$ cat src/rtl/fpu_dispatch_arbiter_if.sv
// fpu_dispatch_arbiter_if
// Requester-side bus of the FPU dispatch arbiter: op requests going in, grants
// and tagged results coming back.
//
// Signals:
//   req_valid  [1:0]  per-requester op valid (bit i = requester i)
//   req_opcode [1:0]  per-requester opcode, 0 = add, 1 = mult
//   req_a      [63:0] operand A, requester i owns bits [32i+31:32i]
//   req_b      [63:0] operand B, same packing as req_a
//   req_ready  [1:0]  grant, at most one bit high
//   rsp_valid         result valid
//   rsp_id            requester the result belongs to
//   rsp_data   [31:0] result data (all ones when the unit failed to deliver)
//
// Modports: master = requester front-ends, slave = arbiter.
interface fpu_dispatch_arbiter_if;
  logic [1:0]  req_valid;
  logic [1:0]  req_opcode;
  logic [63:0] req_a;
  logic [63:0] req_b;
  logic [1:0]  req_ready;
  logic        rsp_valid;
  logic        rsp_id;
  logic [31:0] rsp_data;

  modport master (
    output req_valid, req_opcode, req_a, req_b,
    input  req_ready, rsp_valid, rsp_id, rsp_data
  );

  modport slave (
    input  req_valid, req_opcode, req_a, req_b,
    output req_ready, rsp_valid, rsp_id, rsp_data
  );
endinterface

$ cat src/rtl/fpu_dispatch_arbiter.sv
// fpu_dispatch_arbiter
// Shares one adder and one multiplier between two requesters. Issues at most
// one op per cycle, books the writeback cycle of every issued op so the two
// units never complete together, and returns each result tagged with the id
// of the requester that issued it.
//
// Parameters:
//   ADD_LAT  adder latency, strobe sampled to adder_Data_Out_Valid (1..7)
//   MUL_LAT  multiplier latency, strobe sampled to mult_Data_Out_Valid (1..7)
//
// Ports:
//   clk, rst                      clock, synchronous active-high reset
//   req_bus (slave)               requests, grants and tagged results
//   add_In_Data_Valid/add_A/add_B adder issue strobe and operands (registered)
//   mult_In_Data_Valid/mult_A/B   multiplier issue strobe and operands
//   adder_Data_Out(_Valid)        adder result
//   mult_Data_Out(_Valid)         multiplier result
//   err                           sticky protocol-error flag
//
// Build option:
//   FPU_ARB_FIXED_PRIO_EN  when defined, requester 0 always wins when it is
//                          eligible and the round-robin pointer is removed.
module fpu_dispatch_arbiter #(
  parameter int ADD_LAT = 3,
  parameter int MUL_LAT = 2
) (
  input  logic                         clk,
  input  logic                         rst,
  fpu_dispatch_arbiter_if.slave        req_bus,
  output logic                         add_In_Data_Valid,
  output logic [31:0]                  add_A,
  output logic [31:0]                  add_B,
  output logic                         mult_In_Data_Valid,
  output logic [31:0]                  mult_A,
  output logic [31:0]                  mult_B,
  input  logic [31:0]                  adder_Data_Out,
  input  logic                         adder_Data_Out_Valid,
  input  logic [31:0]                  mult_Data_Out,
  input  logic                         mult_Data_Out_Valid,
  output logic                         err
);

  localparam int MAX_LAT = (ADD_LAT > MUL_LAT) ? ADD_LAT : MUL_LAT;
  localparam int DEPTH   = MAX_LAT + 1;
  localparam int CW      = $clog2(DEPTH + 1);

  // Entry j describes the cycle j cycles from now; entry 0 is the current
  // cycle, so a completion is checked against entry 0.
  logic [DEPTH-1:0] res_q, res_op_q, res_tag_q;
  logic [DEPTH-1:0] res_sh, op_sh, tag_sh;
  logic [DEPTH-1:0] res_n, op_n, tag_n;
  logic [CW-1:0]    mask_cnt_q;

  logic [1:0]  elig;
  logic [1:0]  ready_c;
  logic        grant_any;
  logic        grant_id;
  logic        grant_op;
  logic [31:0] grant_a;
  logic [31:0] grant_b;

  logic        exp_valid;
  logic        other_valid;
  logic        err_event;
  logic [31:0] exp_data;

`ifndef FPU_ARB_FIXED_PRIO_EN
  logic rr_ptr_q;
`endif

  // The map as it will look next cycle. A request granted now returns in
  // cycle now+1+LAT, which is entry LAT of the shifted map; that is also the
  // slot its eligibility is tested against.
  assign res_sh = {1'b0, res_q[DEPTH-1:1]};
  assign op_sh  = {1'b0, res_op_q[DEPTH-1:1]};
  assign tag_sh = {1'b0, res_tag_q[DEPTH-1:1]};

  always_comb begin
    elig = '0;
    for (int i = 0; i < 2; i++) begin
      if (req_bus.req_opcode[i]) begin
        elig[i] = req_bus.req_valid[i] & ~res_sh[MUL_LAT] & ~rst;
      end else begin
        elig[i] = req_bus.req_valid[i] & ~res_sh[ADD_LAT] & ~rst;
      end
    end
  end

  // An ineligible requester never blocks the other one.
  always_comb begin
    grant_any = 1'b0;
    grant_id  = 1'b0;
`ifdef FPU_ARB_FIXED_PRIO_EN
    if (elig[0]) begin
      grant_any = 1'b1;
      grant_id  = 1'b0;
    end else if (elig[1]) begin
      grant_any = 1'b1;
      grant_id  = 1'b1;
    end
`else
    if (elig[rr_ptr_q]) begin
      grant_any = 1'b1;
      grant_id  = rr_ptr_q;
    end else if (elig[~rr_ptr_q]) begin
      grant_any = 1'b1;
      grant_id  = ~rr_ptr_q;
    end
`endif
    ready_c = 2'b00;
    if (grant_any) begin
      ready_c[grant_id] = 1'b1;
    end
  end

  assign req_bus.req_ready = ready_c;
  assign grant_op = req_bus.req_opcode[grant_id];
  assign grant_a  = grant_id ? req_bus.req_a[63:32] : req_bus.req_a[31:0];
  assign grant_b  = grant_id ? req_bus.req_b[63:32] : req_bus.req_b[31:0];

  always_comb begin
    res_n = res_sh;
    op_n  = op_sh;
    tag_n = tag_sh;
    if (grant_any) begin
      if (grant_op) begin
        res_n[MUL_LAT] = 1'b1;
        op_n[MUL_LAT]  = 1'b1;
        tag_n[MUL_LAT] = grant_id;
      end else begin
        res_n[ADD_LAT] = 1'b1;
        op_n[ADD_LAT]  = 1'b0;
        tag_n[ADD_LAT] = grant_id;
      end
    end
  end

  // Only the unit booked for this cycle may deliver. Anything else (the other
  // unit firing, a valid in an unbooked cycle, a booked unit staying silent,
  // or both units at once) is a protocol error.
  assign exp_valid   = res_q[0] & (res_op_q[0] ? mult_Data_Out_Valid : adder_Data_Out_Valid);
  assign other_valid = res_q[0] & (res_op_q[0] ? adder_Data_Out_Valid : mult_Data_Out_Valid);
  assign exp_data    = res_op_q[0] ? mult_Data_Out : adder_Data_Out;
  assign err_event   = (res_q[0] & ~exp_valid)
                     | other_valid
                     | (~res_q[0] & (adder_Data_Out_Valid | mult_Data_Out_Valid))
                     | (adder_Data_Out_Valid & mult_Data_Out_Valid);

  always_ff @(posedge clk) begin
    if (rst) begin
      add_In_Data_Valid  <= 1'b0;
      add_A              <= '0;
      add_B              <= '0;
      mult_In_Data_Valid <= 1'b0;
      mult_A             <= '0;
      mult_B             <= '0;
      res_q              <= '0;
      res_op_q           <= '0;
      res_tag_q          <= '0;
      req_bus.rsp_valid  <= 1'b0;
      req_bus.rsp_id     <= 1'b0;
      req_bus.rsp_data   <= 32'hFFFF_FFFF;
      err                <= 1'b0;
      mask_cnt_q         <= CW'(DEPTH);
    end else begin
      add_In_Data_Valid  <= grant_any & ~grant_op;
      mult_In_Data_Valid <= grant_any & grant_op;
      if (grant_any & ~grant_op) begin
        add_A <= grant_a;
        add_B <= grant_b;
      end
      if (grant_any & grant_op) begin
        mult_A <= grant_a;
        mult_B <= grant_b;
      end

      res_q     <= res_n;
      res_op_q  <= op_n;
      res_tag_q <= tag_n;

      req_bus.rsp_valid <= res_q[0];
      if (res_q[0]) begin
        req_bus.rsp_id   <= res_tag_q[0];
        req_bus.rsp_data <= exp_valid ? exp_data : 32'hFFFF_FFFF;
      end

      // Results of ops dropped by a reset may still trickle out of the
      // units, so error detection stays off until they have drained.
      if (mask_cnt_q != '0) begin
        mask_cnt_q <= mask_cnt_q - CW'(1);
      end else if (err_event) begin
        err <= 1'b1;
      end
    end
  end

`ifndef FPU_ARB_FIXED_PRIO_EN
  // After a grant the other requester gets first pick.
  always_ff @(posedge clk) begin
    if (rst) begin
      rr_ptr_q <= 1'b0;
    end else if (grant_any) begin
      rr_ptr_q <= ~grant_id;
    end
  end
`endif

endmodule

$ cat src/flat_wrapper.sv
// flat-port wrapper written by rule: the top's interface ports become plain ports
module fpu_dispatch_arbiter_flat 
#(
  parameter int ADD_LAT = 3,
  parameter int MUL_LAT = 2
)
  (clk, rst, add_In_Data_Valid, add_A, add_B, mult_In_Data_Valid, mult_A, mult_B, adder_Data_Out, adder_Data_Out_Valid, mult_Data_Out, mult_Data_Out_Valid, err, req_bus_req_valid, req_bus_req_opcode, req_bus_req_a, req_bus_req_b, req_bus_req_ready, req_bus_rsp_valid, req_bus_rsp_id, req_bus_rsp_data);
  fpu_dispatch_arbiter_if req_bus_i ();
  input  logic clk;
  input  logic rst;
  output logic add_In_Data_Valid;
  output logic [31:0] add_A;
  output logic [31:0] add_B;
  output logic mult_In_Data_Valid;
  output logic [31:0] mult_A;
  output logic [31:0] mult_B;
  input  logic [31:0] adder_Data_Out;
  input  logic adder_Data_Out_Valid;
  input  logic [31:0] mult_Data_Out;
  input  logic mult_Data_Out_Valid;
  output logic err;
  input wire logic [$bits(req_bus_i.req_valid)-1:0] req_bus_req_valid;
  input wire logic [$bits(req_bus_i.req_opcode)-1:0] req_bus_req_opcode;
  input wire logic [$bits(req_bus_i.req_a)-1:0] req_bus_req_a;
  input wire logic [$bits(req_bus_i.req_b)-1:0] req_bus_req_b;
  output wire logic [$bits(req_bus_i.req_ready)-1:0] req_bus_req_ready;
  output wire logic [$bits(req_bus_i.rsp_valid)-1:0] req_bus_rsp_valid;
  output wire logic [$bits(req_bus_i.rsp_id)-1:0] req_bus_rsp_id;
  output wire logic [$bits(req_bus_i.rsp_data)-1:0] req_bus_rsp_data;
  assign req_bus_i.req_valid = req_bus_req_valid;
  assign req_bus_i.req_opcode = req_bus_req_opcode;
  assign req_bus_i.req_a = req_bus_req_a;
  assign req_bus_i.req_b = req_bus_req_b;
  assign req_bus_req_ready = req_bus_i.req_ready;
  assign req_bus_rsp_valid = req_bus_i.rsp_valid;
  assign req_bus_rsp_id = req_bus_i.rsp_id;
  assign req_bus_rsp_data = req_bus_i.rsp_data;
  fpu_dispatch_arbiter #(.ADD_LAT(ADD_LAT), .MUL_LAT(MUL_LAT)) u_core (.clk(clk), .rst(rst), .req_bus(req_bus_i), .add_In_Data_Valid(add_In_Data_Valid), .add_A(add_A), .add_B(add_B), .mult_In_Data_Valid(mult_In_Data_Valid), .mult_A(mult_A), .mult_B(mult_B), .adder_Data_Out(adder_Data_Out), .adder_Data_Out_Valid(adder_Data_Out_Valid), .mult_Data_Out(mult_Data_Out), .mult_Data_Out_Valid(mult_Data_Out_Valid), .err(err));
endmodule
$ cat config.mk
export PLATFORM = sky130hd
export DESIGN_NAME = fpu_dispatch_arbiter_flat
export DESIGN_NICKNAME = d
export VERILOG_FILES = /design/src/rtl/fpu_dispatch_arbiter_if.sv /design/src/rtl/fpu_dispatch_arbiter.sv /design/src/flat_wrapper.sv
export SDC_FILE = /design/constraint.sdc
export NUM_CORES = 1
export LEC_CHECK = 0
export ABC_AREA = 1
export CORE_AREA = 2 2 190 192
export CTS_CLUSTER_DIAMETER = 30
export DETAILED_ROUTE_END_ITERATION = 10
export DIE_AREA = 0 0 192 194
export DONT_BUFFER_PORTS = 1
export PLACE_DENSITY = 0.37
export SLEW_MARGIN = 20
export SYNTH_ARGS = -nofsm -noshare
export SYNTH_HDL_FRONTEND = slang
export SYNTH_SLANG_ARGS = --single-unit
$ cat constraint.sdc
create_clock -name clk -period 1.8 [get_ports clk]
set_input_delay 0.54 -clock clk [delete_from_list [all_inputs] [get_ports clk]]
set_output_delay 0.54 -clock clk [all_outputs]
set_load 0.02 [all_outputs]
Yosys cells after proc, flatten, opt, wreduce, memory -nomap -nowiden
Cells that the tools add are included.

Add/sub/neg operators: 1. Multipliers: 0. Div/mod/pow operators: 0. $lt $le $gt $ge: 4. Eq/ne operators: 0. Shift operators: 0. Multiplexer cells: 28. Bitwise gates (word level): 26. Reduce and logical (&&, ||, !) cells: 5.

Operators by type and width (number): 32-bit two-way mux (4); 1-bit two-way mux (22); 1-bit bitwise AND (13); 1-bit NOT (9); 1-bit by 2-bit < comparator with 1-bit output (second input constant) (3); 1-bit OR (4); 3-bit nonzero test (1); 3-bit OR reduction (1); 3-bit by 1-bit subtractor with 3-bit output (second input constant) (1); 2-bit two-way mux (1); 2-bit AND reduction (1); 2-bit OR reduction (1); 1-bit demux with 1-bit select (1); 1-bit greater-or-equal comparator (second input constant) (1); 1-bit logical AND (1).

Bits in registers: 181. Bits in latches: 0. RAM bits: 0. Bits in read-only memories: 0. Input bits: 200. Logic and storage cells: 81. Memories: 0.

Logic depth before layout (Yosys ltp)
Gate-level depths: netlist of run 1.

Depth after elaboration: 13. Mapped depth: 12. Gate-level depth less buffers: 10.

Worst setup path before layout of run 1
No wires, ideal clock.

Kind: input-to-output. From: in req_bus_req_valid[0]. To: out req_bus_req_ready[1]. Arrival time: 1342 ps. Setup slack: -82 ps. Stages on the path: 7. Buffers on the path: 2. Path through: inv_1 > nor2_2 > nand3_2 > nand2_2 > buf_4 > buf_2 > inv_1.

Cells in the longest elaborated chain, start to end: 12. Elaborated cells between the ends (all ways): 18.

Ends and longest elaborated chain: start, declared (line flat_wrapper.sv:22) `input wire logic [$bits(req_bus_i.req_valid)-1:0] req_bus_req_valid;`; 1-bit bitwise AND (2 in a row) (line fpu_dispatch_arbiter.sv:82) `elig[i] = req_bus.req_valid[i] & ~res_sh[MUL_LAT] & ~rst;`; 1-bit two-way mux (*) (line fpu_dispatch_arbiter.sv:81) `if (req_bus.req_opcode[i]) begin`; 1-bit two-way mux (not written as such) (2 in a row) (line fpu_dispatch_arbiter.sv:105) `end else if (elig[~rr_ptr_q]) begin`; 1-bit two-way mux (line fpu_dispatch_arbiter.sv:105); 1-bit two-way mux (line fpu_dispatch_arbiter.sv:102) `if (elig[rr_ptr_q]) begin`; 1-bit by 2-bit < comparator with 1-bit output (not written as such) or 1-bit greater-or-equal comparator (tied branches) (line fpu_dispatch_arbiter.sv:112) `ready_c[grant_id] = 1'b1;`; 1-bit logical AND (not written as such) (line fpu_dispatch_arbiter.sv:112); 1-bit two-way mux (not written as such) (line fpu_dispatch_arbiter.sv:112); 1-bit demux with 1-bit select; 2-bit two-way mux (*) (line fpu_dispatch_arbiter.sv:111) `if (grant_any) begin`; end, declared (line flat_wrapper.sv:26) `output wire logic [$bits(req_bus_i.req_ready)-1:0] req_bus_req_ready;`.

Mark *: on every way between the ends. The rest lies on a longest branch, timed or not. The select of a mux whose other input is x is not followed.

Worst setup path after layout of run 1
From: reg u_core.res_q[3]. To: out req_bus_req_ready[0].

Cells in the longest elaborated chain, start to end: 13. Elaborated cells between the ends (all ways): 21.

Ends and longest elaborated chain: start, declared (line fpu_dispatch_arbiter.sv:49) `logic [DEPTH-1:0] res_q, res_op_q, res_tag_q;`; start signal, assigned (line fpu_dispatch_arbiter.sv:177) `res_q <= res_n;`; 1-bit NOT (*) (line fpu_dispatch_arbiter.sv:82); 1-bit bitwise AND (2 in a row) (line fpu_dispatch_arbiter.sv:82); 1-bit two-way mux (line fpu_dispatch_arbiter.sv:81); 1-bit two-way mux (not written as such) (2 in a row) (line fpu_dispatch_arbiter.sv:105); 1-bit two-way mux (line fpu_dispatch_arbiter.sv:105); 1-bit two-way mux (line fpu_dispatch_arbiter.sv:102); 1-bit by 2-bit < comparator with 1-bit output (not written as such) or 1-bit greater-or-equal comparator (tied branches) (line fpu_dispatch_arbiter.sv:112); 1-bit logical AND (not written as such) (line fpu_dispatch_arbiter.sv:112); 1-bit two-way mux (not written as such) (line fpu_dispatch_arbiter.sv:112); 1-bit demux with 1-bit select; 2-bit two-way mux (*) (line fpu_dispatch_arbiter.sv:111).

Marks and branches as above.

==> summary.md, run 1 <==
| Metric | Value |
|---|---|
| Number of max-cap violations | `0` |
| CP startpoint kind | `flip-flop` |
| CP Class | `reg -> out` |
| Failing checks | `negative setup slack` |
| Final nets | `1,527` |
| CTS tree | `yes` |
| Htree depth | `4` |
| Routed Antenna Nets | `0` |
| F_max | `511.0 MHz` |
| Number of global-route vias before repair | `7,522` |
| Hold crit path type | `in -> reg` |
| Post-Syn Nets | `around 1,500` |
| Slew Viols, Final | `0` |
| Worst EP arrival | `1.42 ns` |
| YS warnings | `0` |
| Global placement routability congestion | `0.7421` |
| Synth area leader | `dfxtp_1` |
| Residual DRC | `0` |
| Total Power | `0.01054 W` |
| Max Root-Sink Buffers | `2` |
| Period utilization | `108.7%` |
| Outcome | `complete, but fails checks` |
| Asr flop ratio synth | `0%` |
| Antenna Cells | `0` |
| DRT Pass-1 Iters | `7` |
| DRT Wirelength | `28.73 mm` |
| Worst EP required | `around 1.3 ns` |
| Root Driver | `clkbuf_16` |
| DIE HEIGHT | `about 190 um` |
| Layout cells sized above 1 | `around 8%` |
| Fillers | `3,956` |
| Count of clock tree sinks | `180` |
| Port bufs | `0` |
| TritonCTS Buffers | `17` |
| Core ar. | `35,220 sq um` |
| Cts hold-fix bufs | `0` |
| Clock skew | `around 0.0085 ns` |
| FP Rows | `69` |
| Detailed placement HPWL | `between 20 and 25 mm` |
| # setup viols final | `2` |
| Synthesized area | `8655 sq um` |
| First-iteration detailed-routing DRC count | `314` |
| PnR worst setup slack | `-0.1571 ns` |
| Largest net degree at the start of global routing | `101` |
| Average size of a mapped cell | `6.468 sq um` |
| Area of the multi-input gates | `4174 sq um` |
| Fin util | `29.12%` |
| Sequential-to-total area share from yosys stat | `41.64%` |
| Least-Margin Pin Slew | `0.7421 ns` |
| RSZ-0062 raised after global routing | `true` |
| Seq cells post-synth | `180` |
| Pwr Density | `roughly 1000 nW/um^2` |
| Post-synthesis cell type count | `21` |
| CP endpoint kind | `primary output` |
| Cells after Synth | `around 1,300` |
| GRT Util Overall | `between 15 and 20%` |
| Top cells by area, synth | `dfxtp_1 42%, nand2_1 19%, nor2_1 12%` |
| Max-slew headroom | `50.53%` |
| Storage cell area | `3608 sq um` |
| Cell leakage power | `5.088 nW` |
| Wire per inst | `15.98 um` |
| Commonest cells post-synth | `433 x nand2_1, 272 x nor2_1, 180 x dfxtp_1` |
| EDFF count, synth | `0` |
| Initial antenna violation count | `0` |
| Vias per inst | `4.290` |
| CP max FO | `3` |
| Hold Vio Cnt, Final | `0` |
| Share of Yosys cell area claimed by the top area cell type | `a little over two fifths` |
| Final hold slack | `0.1575 ns` |
| Final min period | `between 1.5 and 2 ns` |
| Worst-Skew Late Latency | `approximately 0.44 ns` |
| Clk pin slew, worst setup/hold paths | `0.07 ns` |
| Leading register cell type out of synthesis | `dfxtp_1` |
| Initial core utilization | `24.57%` |
| Routed via count | `7,713` |
| Gr ovfl total | `0` |
| Die area | `37,250 sq um` |
| First-pass GRT wire length | `around 43 mm` |
| # IOs | `between 300 and 400` |
| Peak supply drop | `between 0.6 and 0.7 mV` |
| Layout Area Growth over Synthesis | `18.52%` |
| Die width | `192 um` |
| Most frequent cell after synthesis | `nand2_1` |
## worst paths after layout
check                     startpoint                   end  slack, ns  depth (start not counted)
hold reg to reg   u_core.res_op_q[1]    u_core.res_op_q[0]       0.40                          2
setup / recovery     u_core.res_q[3]  req_bus_req_ready[0]      -0.16                          6
hold / removal                   rst       u_core.rr_ptr_q       0.16                          1
setup reg to reg     u_core.res_q[3]      u_core.add_A[13]       0.12                         12
## routing by layer
metal / GRT usage (%) / wire (um) / part of all wire [%]
met1: 17.00 / 12090 / 42
met2: 25.43 / 13260 / 46
met3: 6.588 / 2920 / 10
met4: 4.835 / 468 / 1.6
met5: 0 / 0 / 0
## logic make-up after synthesis
group / synth area share, %
AOI/OAI and AO/OA: 2.559
xor gates and xnor gates: 0.1012
adders and majority gates: 0.2891
buffers and inverters: 11.19
DFF: 41.64
and+or+nand+nor: 44.22
## area by class of cell
| class | count | share of cell area [%] |
|---|---|---|
| sequential | 180 | 35.18 |
| multi-input combinational | 919 | 40.69 |
| inverter | 151 | 5.745 |
| clock buffer | 20 | 4.355 |
| timing repair buffer | 56 | 6.929 |
| tap | 461 | 5.623 |
| clock inverter | 11 | 1.476 |
## cells in the final DEF (no fill, tap or decap), drive strengths merged
cell,instances
nand3b,129
o22ai,1
clkbuf,21
o21ai,38
ha,2
nand3,36
a21oi,5
bufinv,3
bufbuf,1
inv,153
clkinvlp,4
clkinv,2
buf,54
nor2,273
dfxtp,180
xnor2,1
nand2,434
## what timing repair did
item,4_1_cts,5_1_grt
gates cloned,1,1
pin swaps,4,5
buffers inserted,5,2
setup endpoints to repair,2,124
resized for setup,13,13
## state kept, by name, indices dropped and copies added, names as in the netlist, 4 cells and up
name / flops
u_core.req_bus.rsp_data: 32
u_core.res_tag_q: 4
u_core.add_A: 32
u_core.res_q: 4
u_core.mult_B: 32
u_core.add_B: 32
u_core.mult_A: 32
## metrics by stage
stage	setup slack [ns]	instance area (sq um)	std cells	setup TNS [ns]
global route	-0.2383	10260	1798	-0.4156
finish	-0.1571	10260	1798	-0.2642
floorplan	-0.05054	8658	1338	-0.05054
CTS	-0.2280	10170	1795	-0.3869
detailed placement	-0.09373	9455	1758	-5.805
global placement	-0.07180	9455	1758	-4.359
## critical path, cell delays in order (launching register included)
cell     delay (ns)
dfxtp_4        0.39
nand2_4        0.06
nand3_4        0.08
inv_6          0.05
buf_8          0.12
a21oi_4        0.14
buf_6          0.15
## report_power, final
part           internal, W  switching (W)  total [W]
Combinational     0.000672       0.000967    0.00164
Clock              0.00223        0.00168    0.00391
Sequential         0.00433       0.000660    0.00499
Total              0.00723        0.00331     0.0105
(Power assumes the default switching activity.)
==> inputs of run 2 (changes only) <==
- SETUP_SLACK_MARGIN: default -> 0.1
==> summary.md, run 2 (synthesized netlist as in run 1, its figures left out) <==
| Metric | Value |
|---|---|
| Number of global-route vias before repair | `7,753 (+3.1%)` |
| Initial core utilization | `24.57% (unchanged)` |
| Worst-Skew Late Latency | `0.44 ns (about the same)` |
| DRT Pass-1 Iters | `4 (-3)` |
| Storage cell area | `3606 sq um (about the same)` |
| Max Root-Sink Buffers | `2 (unchanged)` |
| Global placement routability congestion | `0.7250 (-2.3%)` |
| CP max FO | `3 (unchanged)` |
| FP Rows | `69 (unchanged)` |
| Critical path's largest stage delay | `0.35 ns (-0.04 ns)` |
| # setup viols final | `21 (+19)` |
| # IOs | `367 (unchanged)` |
| Count of clock tree sinks | `180 (unchanged)` |
| Crit path cell chain | `nand2_2 -> nand3_4 -> inv_4 -> buf_6 -> a21oi_4` |
| Area of the multi-input gates | `5060 sq um (+21%)` |
| RSZ-0062 raised after global routing | `true` |
| Failing checks | `negative setup slack` |
| Clk pin slew, worst setup/hold paths | `0.07 ns (about the same)` |
| CP startpoint kind | `flip-flop` |
| Dpl ws | `-0.1074 ns (-0.01369 ns)` |
| Commonest non-fill, non-tap cell in the layout | `nand2_1` |
| Hold crit path type | `in -> reg` |
| Number of max-cap violations | `0 (unchanged)` |
| Fin util | `34.62% (+5.5 points)` |
| Cell leakage power | `5.754 nW (+13%)` |
| R2R setup slack | `-0.04 ns (-0.16 ns)` |
| Outcome | `complete, but fails checks` |
| First-pass GRT wire length | `47.75 mm (+11%)` |
| Final nets | `1,576 (+3.2%)` |
| Pwr Density | `925.2 nW/um^2 (-9.9%)` |
| Cts hold-fix bufs | `0 (unchanged)` |
| Initial antenna violation count | `0 (unchanged)` |
| CP endpoint kind | `primary output` |
| Period utilization | `104.8% (-3.9 points)` |
| Htree depth | `4 (unchanged)` |
| Fillers | `3,787 (-4.3%)` |
| Slowest-stage cell, CP | `dfxtp_2` |
| Die width | `192 um (unchanged)` |
| Least-Margin Pin Slew | `0.7973 ns (+0.05521 ns)` |
| Antenna Cells | `0 (unchanged)` |
| Peak supply drop | `0.6944 mV (+7.0%)` |
| PnR worst setup slack | `-0.08682 ns (+0.07026 ns)` |
| Residual DRC | `0 (unchanged)` |
| Gr ovfl total | `0 (unchanged)` |
| DIE HEIGHT | `194 um (unchanged)` |
| First-iteration detailed-routing DRC count | `252 (-20%)` |
| Port bufs | `0 (unchanged)` |
| Routed via count | `8,103 (+5.1%)` |
| Worst EP required | `1.26 ns (about the same)` |
| Setup_tns | `-0.5338 ns (-0.2696 ns)` |
| Layout cells sized above 1 | `24.01% (+16 points)` |
| Most frequent cells in the layout | `344 x nand2_1, 187 x nor2_1, 178 x dfxtp_1, 142 x inv_1, 129 x nand3b_1` |
| Wire per inst | `18.08 um (+13%)` |
| Die area | `37,250 sq um (unchanged)` |
| Root Driver | `clkbuf_16` |
| GRT Util Overall | `17.21% (+2.1 points)` |
| Detailed placement HPWL | `19.59 mm (-4.1%)` |
| Clock skew | `0.007269 ns (-0.001222 ns)` |
| Layout Area Growth over Synthesis | `40.90%` |
| Final cell count without fillers | `1,848 (+2.8%)` |
| CTS tree | `yes` |
| DRT Wirelength | `33.41 mm (+16%)` |
| Vias per inst | `4.385 (+2.2%)` |
| Hold Vio Cnt, Final | `0 (unchanged)` |
| Largest net degree at the start of global routing | `99 (-2.0%)` |
| Core ar. | `35,220 sq um (unchanged)` |
| Max-slew headroom | `46.85% (-3.7 points)` |
| TritonCTS Buffers | `17 (unchanged)` |
| Worst EP arrival | `1.35 ns (-0.07 ns)` |
| Dpl cells | `1,752 (-0.34%)` |
| Routed Antenna Nets | `0 (unchanged)` |
| Slew Viols, Final | `0 (unchanged)` |
| Final min period | `1.887 ns (-0.07026 ns)` |
| F_max | `530.0 MHz (+3.7%)` |
| CP Class | `reg -> out` |
-- run 2: cell types whose count changed in the layout (fill, tap and decap cells not counted), sizes merged --
| cell | change |
|---|---|
| clkbuf | +7 |
| bufinv | -2 |
| clkinvlp | -2 |
| clkinv | +6 |
| buf | +41 |
-- run 2: critical path: cells and delay by family (launching register included) --
family	cells	cell delay, ns
DFF	1	0.35
AOI/OAI and AO/OA	1	0.26
buffers and inverters	2	0.16
and+or+nand+nor	2	0.13
-- run 2: layout make-up --
class / instances / share of cell area, %
clock buffer: 19 / 3.714
clock inverter: 13 / 1.016
inverter: 151 / 4.935
multi-input combinational: 919 / 41.49
sequential: 180 / 29.57
tap: 461 / 4.730
timing repair buffer: 105 / 14.54
-- run 2: final timing paths --
path / from / endpoint / cells past startpoint
max: u_core.res_q[3] / req_bus_req_ready[0] / 5
min: rst / u_core.res_tag_q[2] / 1
max reg2reg: u_core.res_q[3] / u_core.mult_A[27] / 15
min reg2reg: u_core.res_op_q[1] / u_core.res_op_q[0] / 2
-- run 2: timing repair --
| action | CTS | global route |
|---|---|---|
| resized for setup | 139 | 206 |
| setup buffers | 35 | 5 |
| endpoints found under the setup margin | 99 | 134 |
| gates cloned | 22 | 9 |
| pin swaps | 38 | 57 |
-- run 2: stage by stage --
step	total power [W]	hold WS, ns	area [sq um]
after CTS	0.01116	0.1255	11390
after floorplan	0.006117	0.3883	8695
after detailed placement	0.006667	0.3947	9403
after global placement	0.006659	0.3922	9403
final	0.01128	0.1610	12190
after global routing	0.01193	0.1226	12190
-- run 2: metal layers --
layer  track usage, %  wire length, um  vias up
li1                 -                -     4119
met1            20.70            14400     3695
met2            28.73            15790      258
met3            5.828             2603       31
met4            5.457              614        0
met5                0                0        -
-- run 2: report_power, final --
part           total [W]  internal [W]  switching [W]  leakage [nW]
logic            0.00249       0.00115        0.00134          3.99
registers        0.00502       0.00433       0.000688          1.48
clock network    0.00377       0.00200        0.00177         0.282
